<file path="src/rtl/calc_seq.sv">
// Button calculator operation sequencer: debounces raw buttons, latches op-select bits,
// waits for the ALU to settle, then issues one accumulator write per debounced btnd press.
module calc_seq #(
   parameter int DEBOUNCE_CYCLES = 4,
   parameter int SETTLE_CYCLES   = 2
) (
   input  logic       clk,
   input  logic       btnu,
   input  logic       btnc_raw,
   input  logic       btnl_raw,
   input  logic       btnr_raw,
   input  logic       btnd_raw,
   input  logic       alu_zero,
   output logic       op_c,
   output logic       op_l,
   output logic       op_r,
   output logic       acc_we,
   output logic       busy,
   output logic       zero_flag,
   output logic [7:0] op_count
);

   localparam int CW = $clog2(DEBOUNCE_CYCLES) + 1;
   localparam int SW = $clog2(SETTLE_CYCLES) + 1;
   localparam logic [CW-1:0] CNT_LAST = CW'(DEBOUNCE_CYCLES - 1);
   localparam logic [SW-1:0] SET_LAST = SW'(SETTLE_CYCLES - 1);

   typedef enum logic [2:0] {IDLE, LATCH, SETTLE, COMMIT, HOLD} state_t;

   // Button index: 0=btnc, 1=btnl, 2=btnr, 3=btnd
   logic [3:0]         raw;
   logic [3:0]         meta_q, s_q, db_q, db_d;
   logic [3:0][CW-1:0] cnt_q, cnt_d;
   logic               btnd_dly_q;
   logic               rise;

   state_t             state_q, state_d;
   logic [SW-1:0]      settle_q, settle_d;
   logic [2:0]         op_q, op_d;
   logic               zf_q, zf_d;
   logic [7:0]         count_q, count_d;

   assign raw  = {btnd_raw, btnr_raw, btnl_raw, btnc_raw};
   assign rise = db_q[3] & ~btnd_dly_q;

   always_comb begin
      db_d  = db_q;
      cnt_d = cnt_q;
      for (int i = 0; i < 4; i++) begin
         if (s_q[i] != db_q[i]) begin
            if (cnt_q[i] == CNT_LAST) begin
               db_d[i]  = s_q[i];
               cnt_d[i] = '0;
            end else begin
               cnt_d[i] = cnt_q[i] + CW'(1);
            end
         end else begin
            cnt_d[i] = '0;
         end
      end
   end

   always_ff @(posedge clk or posedge btnu) begin
      if (btnu) begin
         meta_q     <= '0;
         s_q        <= '0;
         db_q       <= '0;
         cnt_q      <= '0;
         btnd_dly_q <= 1'b0;
      end else begin
         meta_q     <= raw;
         s_q        <= meta_q;
         db_q       <= db_d;
         cnt_q      <= cnt_d;
         btnd_dly_q <= db_q[3];
      end
   end

   always_comb begin
      state_d  = state_q;
      settle_d = settle_q;
      op_d     = op_q;
      zf_d     = zf_q;
      count_d  = count_q;
      acc_we   = 1'b0;
      busy     = 1'b1;
      case (state_q)
         IDLE: begin
            busy = 1'b0;
            if (rise) state_d = LATCH;
         end
         LATCH: begin
            op_d     = db_q[2:0];
            settle_d = '0;
            state_d  = SETTLE;
         end
         SETTLE: begin
            if (settle_q == SET_LAST) state_d = COMMIT;
            else                      settle_d = settle_q + SW'(1);
         end
         COMMIT: begin
            acc_we  = 1'b1;
            zf_d    = alu_zero;
            count_d = count_q + 8'd1;
            state_d = HOLD;
         end
         HOLD: begin
            // Wait for release so a held button never auto-repeats
            if (!db_q[3]) state_d = IDLE;
         end
         default: begin
            busy    = 1'b0;
            state_d = IDLE;
         end
      endcase
   end

   always_ff @(posedge clk or posedge btnu) begin
      if (btnu) begin
         state_q  <= IDLE;
         settle_q <= '0;
         op_q     <= '0;
         zf_q     <= 1'b0;
         count_q  <= '0;
      end else begin
         state_q  <= state_d;
         settle_q <= settle_d;
         op_q     <= op_d;
         zf_q     <= zf_d;
         count_q  <= count_d;
      end
   end

   assign op_c      = op_q[0];
   assign op_l      = op_q[1];
   assign op_r      = op_q[2];
   assign zero_flag = zf_q;
   assign op_count  = count_q;

endmodule

</file>
<file path="config.mk">
export PLATFORM = sky130hd
export DESIGN_NAME = calc_seq
export DESIGN_NICKNAME = d
export VERILOG_FILES = /design/src/rtl/calc_seq.sv
export SDC_FILE = /design/constraint.sdc
export NUM_CORES = 1
export LEC_CHECK = 0
export CORE_ASPECT_RATIO = 1.5
export CORE_UTILIZATION = 50
export DETAILED_ROUTE_END_ITERATION = 10
export GPL_TIMING_DRIVEN = 1
export PLACE_DENSITY = 0.73
export SYNTH_ARGS = -nofsm -noshare
export SYNTH_HDL_FRONTEND = slang
export SYNTH_SLANG_ARGS = --single-unit
</file>
<file path="constraint.sdc">
create_clock -name clk -period 2.2 [get_ports clk]
set_input_delay 0.44 -clock clk [delete_from_list [all_inputs] [get_ports clk]]
set_output_delay 0.44 -clock clk [all_outputs]
set_load 0.005 [all_outputs]
</file>
### After elaboration in Yosys (flattened, before gate mapping)

Index checks and enable logic that the tools add are counted.
W data, S select, Z words.

* output and inout port bits: 14
* latch bits: 0
* input port bits: 7
* logic and storage cells: 66
* memories: 0
* RAM bits: 0
* register bits after elaboration: 42
* ROM bits: 0

* eq/ne operators: 17
* reductions and logical operators: 9
* bitwise operators: 2
* $lt $le $gt $ge: 0
* multipliers: 0
* add/sub/neg operators: 6
* muxes and demuxes: 16
* divide/modulo/power cells: 0
* shifts and indexed selects: 0

Operators with widths (number)
* $mux W3: 11
* $eq A3 B2 Y1 const B: 6
* $pmux W3 S5: 1
* $add A3 B1 Y3 const B: 4
* $reduce_and A2 Y1: 5
* $add A8 B1 Y8 const B: 1
* $ne A2 B2 Y1 const B: 4
* $ne A1 B1 Y1: 4
* $pmux W2 S2: 1
* $reduce_or A4 Y1: 1
* $eq A3 B1 Y1 const B: 1
* $eq A3 B3 Y1 const B: 1
* $logic_not A3 Y1: 1
* $reduce_and A3 Y1: 1
* $add A2 B1 Y2 const B: 1
* $eq A2 B1 Y1 const B: 1
* $mux W1: 2
* $mux W2: 1
* $reduce_bool A2 Y1: 1
* $and A1 B1 Y1: 1
* $not A1 Y1: 1

### Longest topological paths before layout

* depth after elaboration: 4
* mapped depth: 5
* depth with buffers taken out: 5

### Worst setup path after synthesis

OpenSTA, ideal clock, no wires.

* kind: register to output
* start: reg state_q[0]
* end: out busy
* path buffers: 1
* required time: 1.760 ns
* slack: 0.964 ns
* arrival time: 0.796 ns
* cell stages (with the launch flop): 4
* path through: dfrtp_1 > buf_4 > nor2_1 > xnor2_1

* word-level cells in the longest chain between the ends: 3
* elaborated cells on any way between the ends: 6
* those cells by class: eq/ne: 4; mux: 1; reduce/logical: 1

Ends and longest elaborated chain
* from (decl): line 37 `state_t state_q, state_d;`
* from (signal assigned): line 126 `state_q <= state_d;`
* $eq A3 B3 Y1 (tied with other cells): line 87 `case (state_q)`
* $reduce_or A4 Y1 (no source line) (*)
* $mux W1 (*): line 87
* to (decl): line 18 `output logic busy,`

Mark *: on every way between the ends. The rest lies on a longest branch, timed or not.

### Final worst setup path

* start: reg state_q[2]
* end: out acc_we

* word-level cells in the longest chain between the ends: 2

Ends and longest elaborated chain
* $eq A3 B2 Y1: line 87
* $mux W1: line 87
* to (decl): line 17 `output logic acc_we,`

No other way between the ends.

==> impl_metrics.py <==
metrics = {
    "status": {
        "status": "finished, final reports clean",
    },
    "worst_hold_path": {
        "hp-start": "meta_q[1]",
        "hp-class": "reg -> reg",
        "min_path_cells": 0,
        "min_to": "s_q[1]",
    },
    "global_route": {
        "grt_antenna_before_repair": 0,
        "grt_max_degree": 43,
        "grt_pass1_vias": 1013,
        "grt_usage_pct": 18.3,
        "grt_pass1_wl_um": 4600,
        "grt_overflow_total": 0,
    },
    "route": {
        "first_iter_violations": 18,
        "drc_errors": 0,
        "dr_total_vias": 970,
        "firstDrtPassIters": 4,
        "viasPerCell": 5.16,
        "detail-route-antenna-nets": 0,
        "wl_per_cell_um": 14.7,
        "wirelength_um": 2760,
    },
    "cells_and_area": {
        "nets": 160,
        "final_cells": 188,
        "synthToLayoutAreaGrowth_pct": 20.5,
        "fillCellCount": 261,
        "diodes": 0,
        "drive_gt1_share_pct": 16.2,
    },
    "flow_run": {
        "cap_violations": 0,
    },
    "place": {
        "place_hpwl_um": 1900,
        "placedCellCount": 180,
        "io_buffers": 20,
        "gp_routability_congestion": 0.753,
    },
    "clock_network": {
        "clk_latency_ns": 0.30,
        "cts.sinks": 42,
        "path_clk_slew_ns": 0.08,
        "cts_tree": "yes",
        "htree_levels": 2,
        "root_buffer": "clkbuf_8",
        "cts_buffer_depth": 2,
        "cts_inserted_buffers": 5,
    },
    "setup_path": {
        "crit_type": "reg -> out",
        "critPathArrivalTime_ns": 1.68,
        "reg2reg_to": "settle_q[1]",
        "crit_path_max_fanout": 9,
        "end_kind": "output pin",
        "reg2reg_slack_ns": 0.85,
        "crit_required_ns": 1.76,
        "reg2regPathDepth": 4,
        "regToRegStartpoint": "settle_q[1]",
        "start_kind": "register",
    },
    "yosys": {
        "yosys_warnings": 0,
        "synth_compound_area_share_pct": 3.29,
        "avgSynthCellArea_um2": 13.7,
        "synthXorXnorAreaFrac_pct": 6.80,
        "ys_seq_elements": 42,
        "synth_top_family_by_area": "simple AND/OR/NAND/NOR gates",
        "synth_simple_gate_area_share_pct": 15.5,
        "synthAdderAreaFrac_pct": 4.48,
        "yosysSeqAreaShare_pct": 62.8,
        "synth-edff-count": 0,
        "syn-instance-count": 122,
        "syn_nets": 135,
        "synth-async-reset-ratio_pct": 100,
        "ys_types": 29,
        "synth_ff_type": "dfrtp_1",
        "synthMuxAreaShare_pct": 4.71,
        "syn_area_um2": 1670,
    },
    "die": {
        "initial_core_util_pct": 53.0,
        "row_count": 25,
        "die_w_um": 49.2,
        "dieArea_um2": 3590,
        "coreArea_um2": 3160,
        "io-pin-count": 21,
        "chipHeight_um": 72.9,
    },
    "timing": {
        "hold_viol_final": 0,
        "slew_violations": 0,
        "period_share_pct": 96.4,
        "skew_ns": 0.00534,
        "rsz0062_at_grt": "no",
        "finalSetupTns_ns": 0,
        "tightest_slew_ns": 0.504,
        "max_freq_ghz": 0.472,
        "setup-violations-final": 0,
        "maxSlewHeadroom_pct": 66.4,
        "period_minus_slack_ns": 2.12,
    },
    "pwr": {
        "power_uw": 2510,
        "leakagePower_uw": 0.000935,
        "max-vdd-ir-drop_uv": 698,
        "power.density_nw_per_um2": 1240,
    },
}
## timing repair
action,CTS,global route
gates resized for setup,0,2
hold buffers,0,0
endpoints found under the setup margin,0,1
setup buffers,0,0
## flip-flops by register name (all words and copies together) (netlist names)
signal and cells:
cnt_q 12, op_count 8, db_q 4, meta_q 4
s_q 4, op_q 3, state_q 3, settle_q 2
btnd_dly_q 1, zero_flag 1
## synth_stat cells, types with 2 or more instances
| library cell | number | area [um2] |
|---|---|---|
| xor2_1 | 3 | 26.3 |
| xnor2_1 | 10 | 87.6 |
| a22o_1 | 2 | 17.5 |
| nor2b_1 | 5 | 31.3 |
| nor3_1 | 4 | 20.0 |
| nor3_2 | 2 | 20.0 |
| nor3b_1 | 8 | 60.1 |
| nand2_1 | 9 | 33.8 |
| dfrtp_1 | 42 | 1050 |
| inv_1 | 2 | 7.51 |
| buf_4 | 2 | 15.0 |
| mux2_2 | 7 | 78.8 |
| ha_1 | 6 | 75.1 |
| nand4_1 | 3 | 18.8 |
| nor2_1 | 3 | 11.3 |
## routing by layer
layer / track usage [%] / share of wire (%) / vias up
li1: - / - / 466
met1: 18.8 / 38 / 475
met2: 33.3 / 54 / 23
met3: 5.00 / 4.6 / 6
met4: 9.80 / 2.5 / 0
met5: 0 / 0 / -
## critical path, cell delays in order (launching register included)
cell	delay, ns
dfrtp_1	0.49
nand3b_4	0.27
inv_4	0.12
clkdlybuf4s50_1	0.50
## where the power goes
group,internal (uW),switching [uW],leakage [uW],total [uW]
Combinational,441,283,0.000347,724
Clock,334,254,0.0000579,588
Sequential,989,207,0.000531,1200
## stage by stage
stage | cell area (um2) | hold WS, ns | setup WS (ns) | utilization, %
final | 2020 | 0.354 | 0.0793 | 63.8
after global routing | 2020 | 0.359 | 0.00446 | 63.8
after CTS | 2010 | 0.356 | 0.0635 | 63.8
after detailed placement | 1910 | 0.335 | 0.393 | 60.3
after global placement | 1910 | 0.333 | 0.425 | 60.3
after floorplan | 1670 | 0.331 | 0.786 | -
## cells by family after synthesis
logic type	after synthesis
AO/OA/AOI/OAI	7
adder cells (fa/ha/maj)	6
multiplexers	7
AND/OR/NAND/NOR	41
buffers and inverters	6
XOR/XNOR	13
flip-flops	42
## placed cells by master, fill, tap and decap left out, types with 2 or more instances in the layout
cell | netlist | final
clkdlybuf4s50_1 | 0 | 20
nor3b_1 | 8 | 8
mux2_2 | 7 | 7
nor2b_1 | 5 | 5
nor3_1 | 4 | 4
xor2_1 | 3 | 3
inv_1 | 2 | 2
clkbuf_8 | 0 | 5
nand4_1 | 3 | 3
nor3_2 | 2 | 2
ha_1 | 6 | 6
clkinv_2 | 0 | 2
nand2_1 | 9 | 9
nor2_1 | 3 | 3
a22o_1 | 2 | 2
dfrtp_1 | 42 | 40
dfrtp_2 | 0 | 2
xnor2_1 | 10 | 10
## worst max-delay path by stage
stage,startpoint,to,slack [ns],cells after the start
after floorplan,btnu,btnd_dly_q,0.79,1
after global placement,state_q[0],busy,0.42,3
after detailed placement,state_q[2],acc_we,0.39,3
after CTS,state_q[2],acc_we,0.06,3
after global routing,state_q[2],acc_we,0.004,3
final,state_q[2],acc_we,0.08,3
## final cells by class
cell class	count	area (um2)	share of cell area, %
Sequential cell	42	1050	52.2
Clock inverter	3	40.0	1.99
Multi-Input combinational cell	74	583	28.9
Tap cell	40	50.0	2.48
Timing Repair Buffer	21	208	10.3
Inverter	3	13.8	0.682
Clock buffer	5	68.8	3.41
Power figures use the tool's default switching activity.
==> variant 1, RTL diff (same flow settings) <==
The parameter `DEBOUNCE_CYCLES` goes from 4 to 8.
--- a/src/rtl/calc_seq.sv
+++ b/src/rtl/calc_seq.sv
@@ -1,7 +1,7 @@
 // Button calculator operation sequencer: debounces raw buttons, latches op-select bits,
 // waits for the ALU to settle, then issues one accumulator write per debounced btnd press.
 module calc_seq #(
-   parameter int DEBOUNCE_CYCLES = 4,
+   parameter int DEBOUNCE_CYCLES = 8,
    parameter int SETTLE_CYCLES   = 2
 ) (
    input  logic       clk,
Behaviour: not the same (Yosys sat finds a counterexample within 10 cycles, from zero or initial values).
==> variant 1 against the unedited design <==
- design area grew 12%
- register-to-register slack improved by 20 ps
- total power is 8.5% higher
- sequential cell count increased by 4
- routed wire length up 7.4%
- setup slack gained 22 ps
- area after synthesis grew 12%
- clock power increased by 29%
- critical path depth unchanged
- critical path type unchanged
- highest routed layer unchanged
==> variant 1: results (changes against the unedited design) <==
CTS buffer count=5 (unchanged); FF-to-FF Start=state_q[0]; Net Switching=0.770 mW (+3.5%); leakage power=1.08 nW (+16%); GPL Wtd Cong=0.642 (-15%); f_max=477 MHz (+1.1%); layout cells sized above 1=13.0% (-3.2 points); pin count of the biggest net entering global routing=47 (+9.3%); Pre-Repair DR Iteration Count=2 (-2); DRT Wirelength=2.96 mm (+7.4%); H-tree Lvls=2 (unchanged); max FFs per register=16 (+4); global-route usage over all layers=18.2% (-0.13 points); Synth area leaders=dfrtp_1 61%, xnor2_1 6.5%, ha_1 4.0%, nor2_1 3.8%, mux2_2 3.6%; crit path kind=flop to primary output; Post-DP HPWL=2.10 mm (+10%); Max Root-Sink Buffers=2 (unchanged); vias in the first global route=1231 (+22%); commonest cells in the netlist=46 x dfrtp_1, 19 x nor2_1, 14 x nand2_1, 14 x xnor2_1; Post-CTS Setup Inserts=0 (unchanged); Worst R2R Setup Slack=870 ps (+20 ps); Most flops, register=cnt_q; r2r endpoint=op_q[0]; Final #Nets=189 (+18%); CP Max Fanout=10 (+1); Port Buf Inserts=20 (unchanged); hold path startpoint=meta_q[1]; length in cells of the worst reg-to-reg path=2 (-2); maximum VDD drop=861 uV (+23%); Worst-Margin Slew=547 ps (+43.1 ps); DR iter-0 viols=17 (-1); initial antenna violation count=0 (unchanged); Synth Flop Type=dfrtp_1; worst hold stages=0 (unchanged); Worst EP arrival=1660 ps (-20 ps); register area share after synthesis=61.2% (-1.6 points); antenna cells=0 (unchanged); synthesized net count=164 (+21%); Synth cell types=28 (-3.4%); ys async rst share=100% (unchanged); pre-CTS setup slack=403 ps (+10.1 ps); Clock transition at path regs=80 ps (about the same); status=completed; yosys warns=0 (unchanged); Hold Crit Class=flop to flop; clk_skew=4.67 ps (-0.669 ps); post-CTS sizing=0 (unchanged); Via density=5.25 (+1.7%); clock latency at the later pin of the worst-skew pair=300 ps (about the same); Root Buffer=clkbuf_8; global-route wire length before repair=5.26 mm (+14%); worst hold endpoint=s_q[1]; final setup TNS=0 ps (unchanged)
variant 1: worst max path at each step:
stage               slack (ps)  cells past startpoint          to
floorplan                  670                      1  btnd_dly_q
global placement           420                      3        busy
detailed placement         400                      3      acc_we
CTS                         60                      3        busy
global route                20                      3      acc_we
finish                     100                      3        busy
variant 1: per-layer routing:
| metal | track usage [%] | part of all wire, % |
|---|---|---|
| met1 | 20.3 | 42 |
| met2 | 30.6 | 53 |
| met3 | 6.15 | 3.6 |
| met4 | 7.30 | 1.0 |
| met5 | 0 | 0 |
variant 1: worst max-delay path, stage by stage, from the launching register on:
cell and delay, ps:
dfrtp_2 490, nor2_1 190, xnor2_1 150, clkdlybuf4s50_1 520
variant 1: final cells by class:
type	count	area, um2
fill	277	1250
sequential	46	1150
multi-input combinational	99	691
timing repair buffer	21	208
clock buffer	6	82.6
clock inverter	2	60.1
tap	42	52.6
inverter	3	13.8
variant 1: kinds of logic after synthesis:
family / synth area share (%)
and+or+nand+nor: 16.0
buffers and inverters: 2.13
DFF: 61.2
AOI/OAI and AO/OA: 2.46
adders and majority gates: 3.99
muxes: 6.32
xor gates and xnor gates: 7.91
variant 1: power groups by stage:
| stage | combinational [mW] | clock [mW] | sequential (mW) |
|---|---|---|---|
| 6_report | 0.686 | 0.758 | 1.28 |
| 3_5_place_dp | 0.689 | 0 | 1.29 |
| 2_1_floorplan | 0.519 | 0 | 1.21 |
| 5_1_grt | 0.773 | 0.813 | 1.31 |
| 3_3_place_gp | 0.646 | 0 | 1.27 |
| 4_1_cts | 0.701 | 0.774 | 1.27 |
variant 1: through the flow:
step | area [um2] | util (%) | cells | hold slack, ps
after floorplan | 1880 | - | 151 | 331
after global placement | 2120 | 60.2 | 211 | 333
after detailed placement | 2120 | 60.2 | 211 | 336
after CTS | 2260 | 64.3 | 219 | 361
after global routing | 2260 | 64.4 | 219 | 365
final | 2260 | 64.4 | 219 | 358
==> variant 2, RTL diff (config.mk and constraints unchanged) <==
Made on the original files. Register the inputs `btnc_raw`, `btnl_raw`, `btnr_raw`, `btnd_raw` and `alu_zero` before use. The logic sees them one clock later.
--- a/src/rtl/calc_seq.sv
+++ b/src/rtl/calc_seq.sv
@@ -27,6 +27,20 @@
 
    typedef enum logic [2:0] {IDLE, LATCH, SETTLE, COMMIT, HOLD} state_t;
 
+   logic btnc_raw_q;
+   logic btnl_raw_q;
+   logic btnr_raw_q;
+   logic btnd_raw_q;
+   logic alu_zero_q;
+
+   always_ff @(posedge clk) begin
+      btnc_raw_q <= btnc_raw;
+      btnl_raw_q <= btnl_raw;
+      btnr_raw_q <= btnr_raw;
+      btnd_raw_q <= btnd_raw;
+      alu_zero_q <= alu_zero;
+   end
+
    // Button index: 0=btnc, 1=btnl, 2=btnr, 3=btnd
    logic [3:0]         raw;
    logic [3:0]         meta_q, s_q, db_q, db_d;
@@ -40,7 +54,7 @@
    logic               zf_q, zf_d;
    logic [7:0]         count_q, count_d;
 
-   assign raw  = {btnd_raw, btnr_raw, btnl_raw, btnc_raw};
+   assign raw  = {btnd_raw_q, btnr_raw_q, btnl_raw_q, btnc_raw_q};
    assign rise = db_q[3] & ~btnd_dly_q;
 
    always_comb begin
@@ -100,7 +114,7 @@
          end
          COMMIT: begin
             acc_we  = 1'b1;
-            zf_d    = alu_zero;
+            zf_d    = alu_zero_q;
             count_d = count_q + 8'd1;
             state_d = HOLD;
          end
Behaviour: not the same (a bounded check fails within 10 cycles, from zero or initial values).
==> variant 2 against the unedited design <==
- design area up 6.5%
- core utilization is 0.34 points lower
- first-iteration DRC count fell by 39%
- total power increased by 8.2%
- area after synthesis is 6.1% higher
- setup slack improved by 36 ps
- synthesized cell count up 4.1%
- cell count up 3.7%
- routed wire length shrank 6.2%
- sequential share of layout area up 1.5 points
- sequential cell count rose by 5
==> variant 2: results (changes against the unedited design) <==
Fillers=264 (+1.1%); Max Root-Sink Buffers=2 (unchanged); length in cells of the worst reg-to-reg path=2 (-2); GR Util met2=29.2% (-4.1 points); vias in the first global route=1069 (+5.5%); Synth Area in XOR/XNOR=6.41% (-0.39 points); Via density=5.25 (+1.8%); global-route usage over all layers=16.9% (-1.4 points); CP Max Fanout=10 (+1); ys async rst share=89.4% (-11 points); placed cell count=187 (+3.9%); WHS=334 ps (-20.4 ps); Routed met2 length=1.39 mm (-7.0%); Synth cell types=30 (+3.4%); register area share after synthesis=64.8% (+2.1 points); pre-CTS setup slack=342 ps (-50.5 ps); Setup WS post-layout=115 ps (+35.9 ps); Synth area leaders=dfrtp_1 59%, dfxtp_1 5.6%, xnor2_1 4.9%, mux2_2 4.4%, ha_1 4.2%; commonest cells in the netlist=42 x dfrtp_1, 10 x xnor2_1, 9 x nand2_1, 9 x nor3b_1, 7 x mux2_2; layout cells sized above 1=16.3% (+0.12 points); yosys warns=0 (unchanged); Final #Nets=165 (+3.1%); synthesized net count=140 (+3.7%); wire per inst=13.3 um (-9.5%); pin count of the biggest net entering global routing=43 (unchanged); Syn Inst Count=127 (+4.1%); GPL Wtd Cong=0.764 (+1.5%); leakage power=0.984 nW (+5.2%); r2r endpoint=op_q[2]; Post-Synth Adder-Cell Area=4.23% (-0.26 points); Worst EP arrival=1640 ps (-40 ps); hold path startpoint=btnd_raw_q; mux cell area share after synthesis=4.44% (-0.27 points); startpoint types=flop; Worst-Margin Slew=511 ps (+6.71 ps); Worst R2R Setup Slack=900 ps (+50 ps); FF-to-FF Start=state_q[0]; status=completed; post-synthesis compound-gate area fraction=3.10% (-0.19 points); crit path to=busy; H-tree Lvls=2 (unchanged); dpl cell area=2010 um2 (+5.4%); Pre-Repair DR Iteration Count=3 (-1); DR iter-0 viols=11 (-7); clk_skew=3.86 ps (-1.48 ps); worst hold endpoint=meta_q[3]; global-route wire length before repair=4.54 mm (-1.3%); met3 wire len=85 um (-33%); DRT Wirelength=2.59 mm (-6.2%); GR Layer Usage met3=5.05% (+0.051 points); WL met1=1.02 mm (-3.4%); met1 Use GR=17.2% (-1.6 points); Post-DP HPWL=1.84 mm (-3.5%); maximum VDD drop=861 uV (+23%)
==> variant 2: power breakdown <==
| group | leakage (nW) | switching (mW) | internal [mW] |
|---|---|---|---|
| Sequential | 0.572 | 0.201 | 1.08 |
| Combinational | 0.347 | 0.277 | 0.436 |
| Clock | 0.0654 | 0.264 | 0.454 |
| Total | 0.984 | 0.742 | 1.97 |
==> variant 2: critical path, cell delays in order, from the launching register on <==
cell,delay [ps]
dfrtp_2,500
nor2_2,180
xnor2_1,150
clkdlybuf4s50_1,530
==> variant 2: final cells by class <==
cell class / count / area, um2 / share of cell area, %
clock inverters: 2 / 60.1 / 2.80
well taps: 42 / 52.6 / 2.45
inverters: 3 / 13.8 / 0.641
repair buffers: 21 / 208 / 9.67
clock buffers: 6 / 72.6 / 3.38
multi-input cells: 74 / 587 / 27.3
flip-flops and latches: 47 / 1150 / 53.8
==> variant 2: what timing repair did <==
action	in CTS	in global routing
hold buffers	0	0
resized for setup	1	3
endpoints found under the setup margin	1	2
setup buffers	0	0
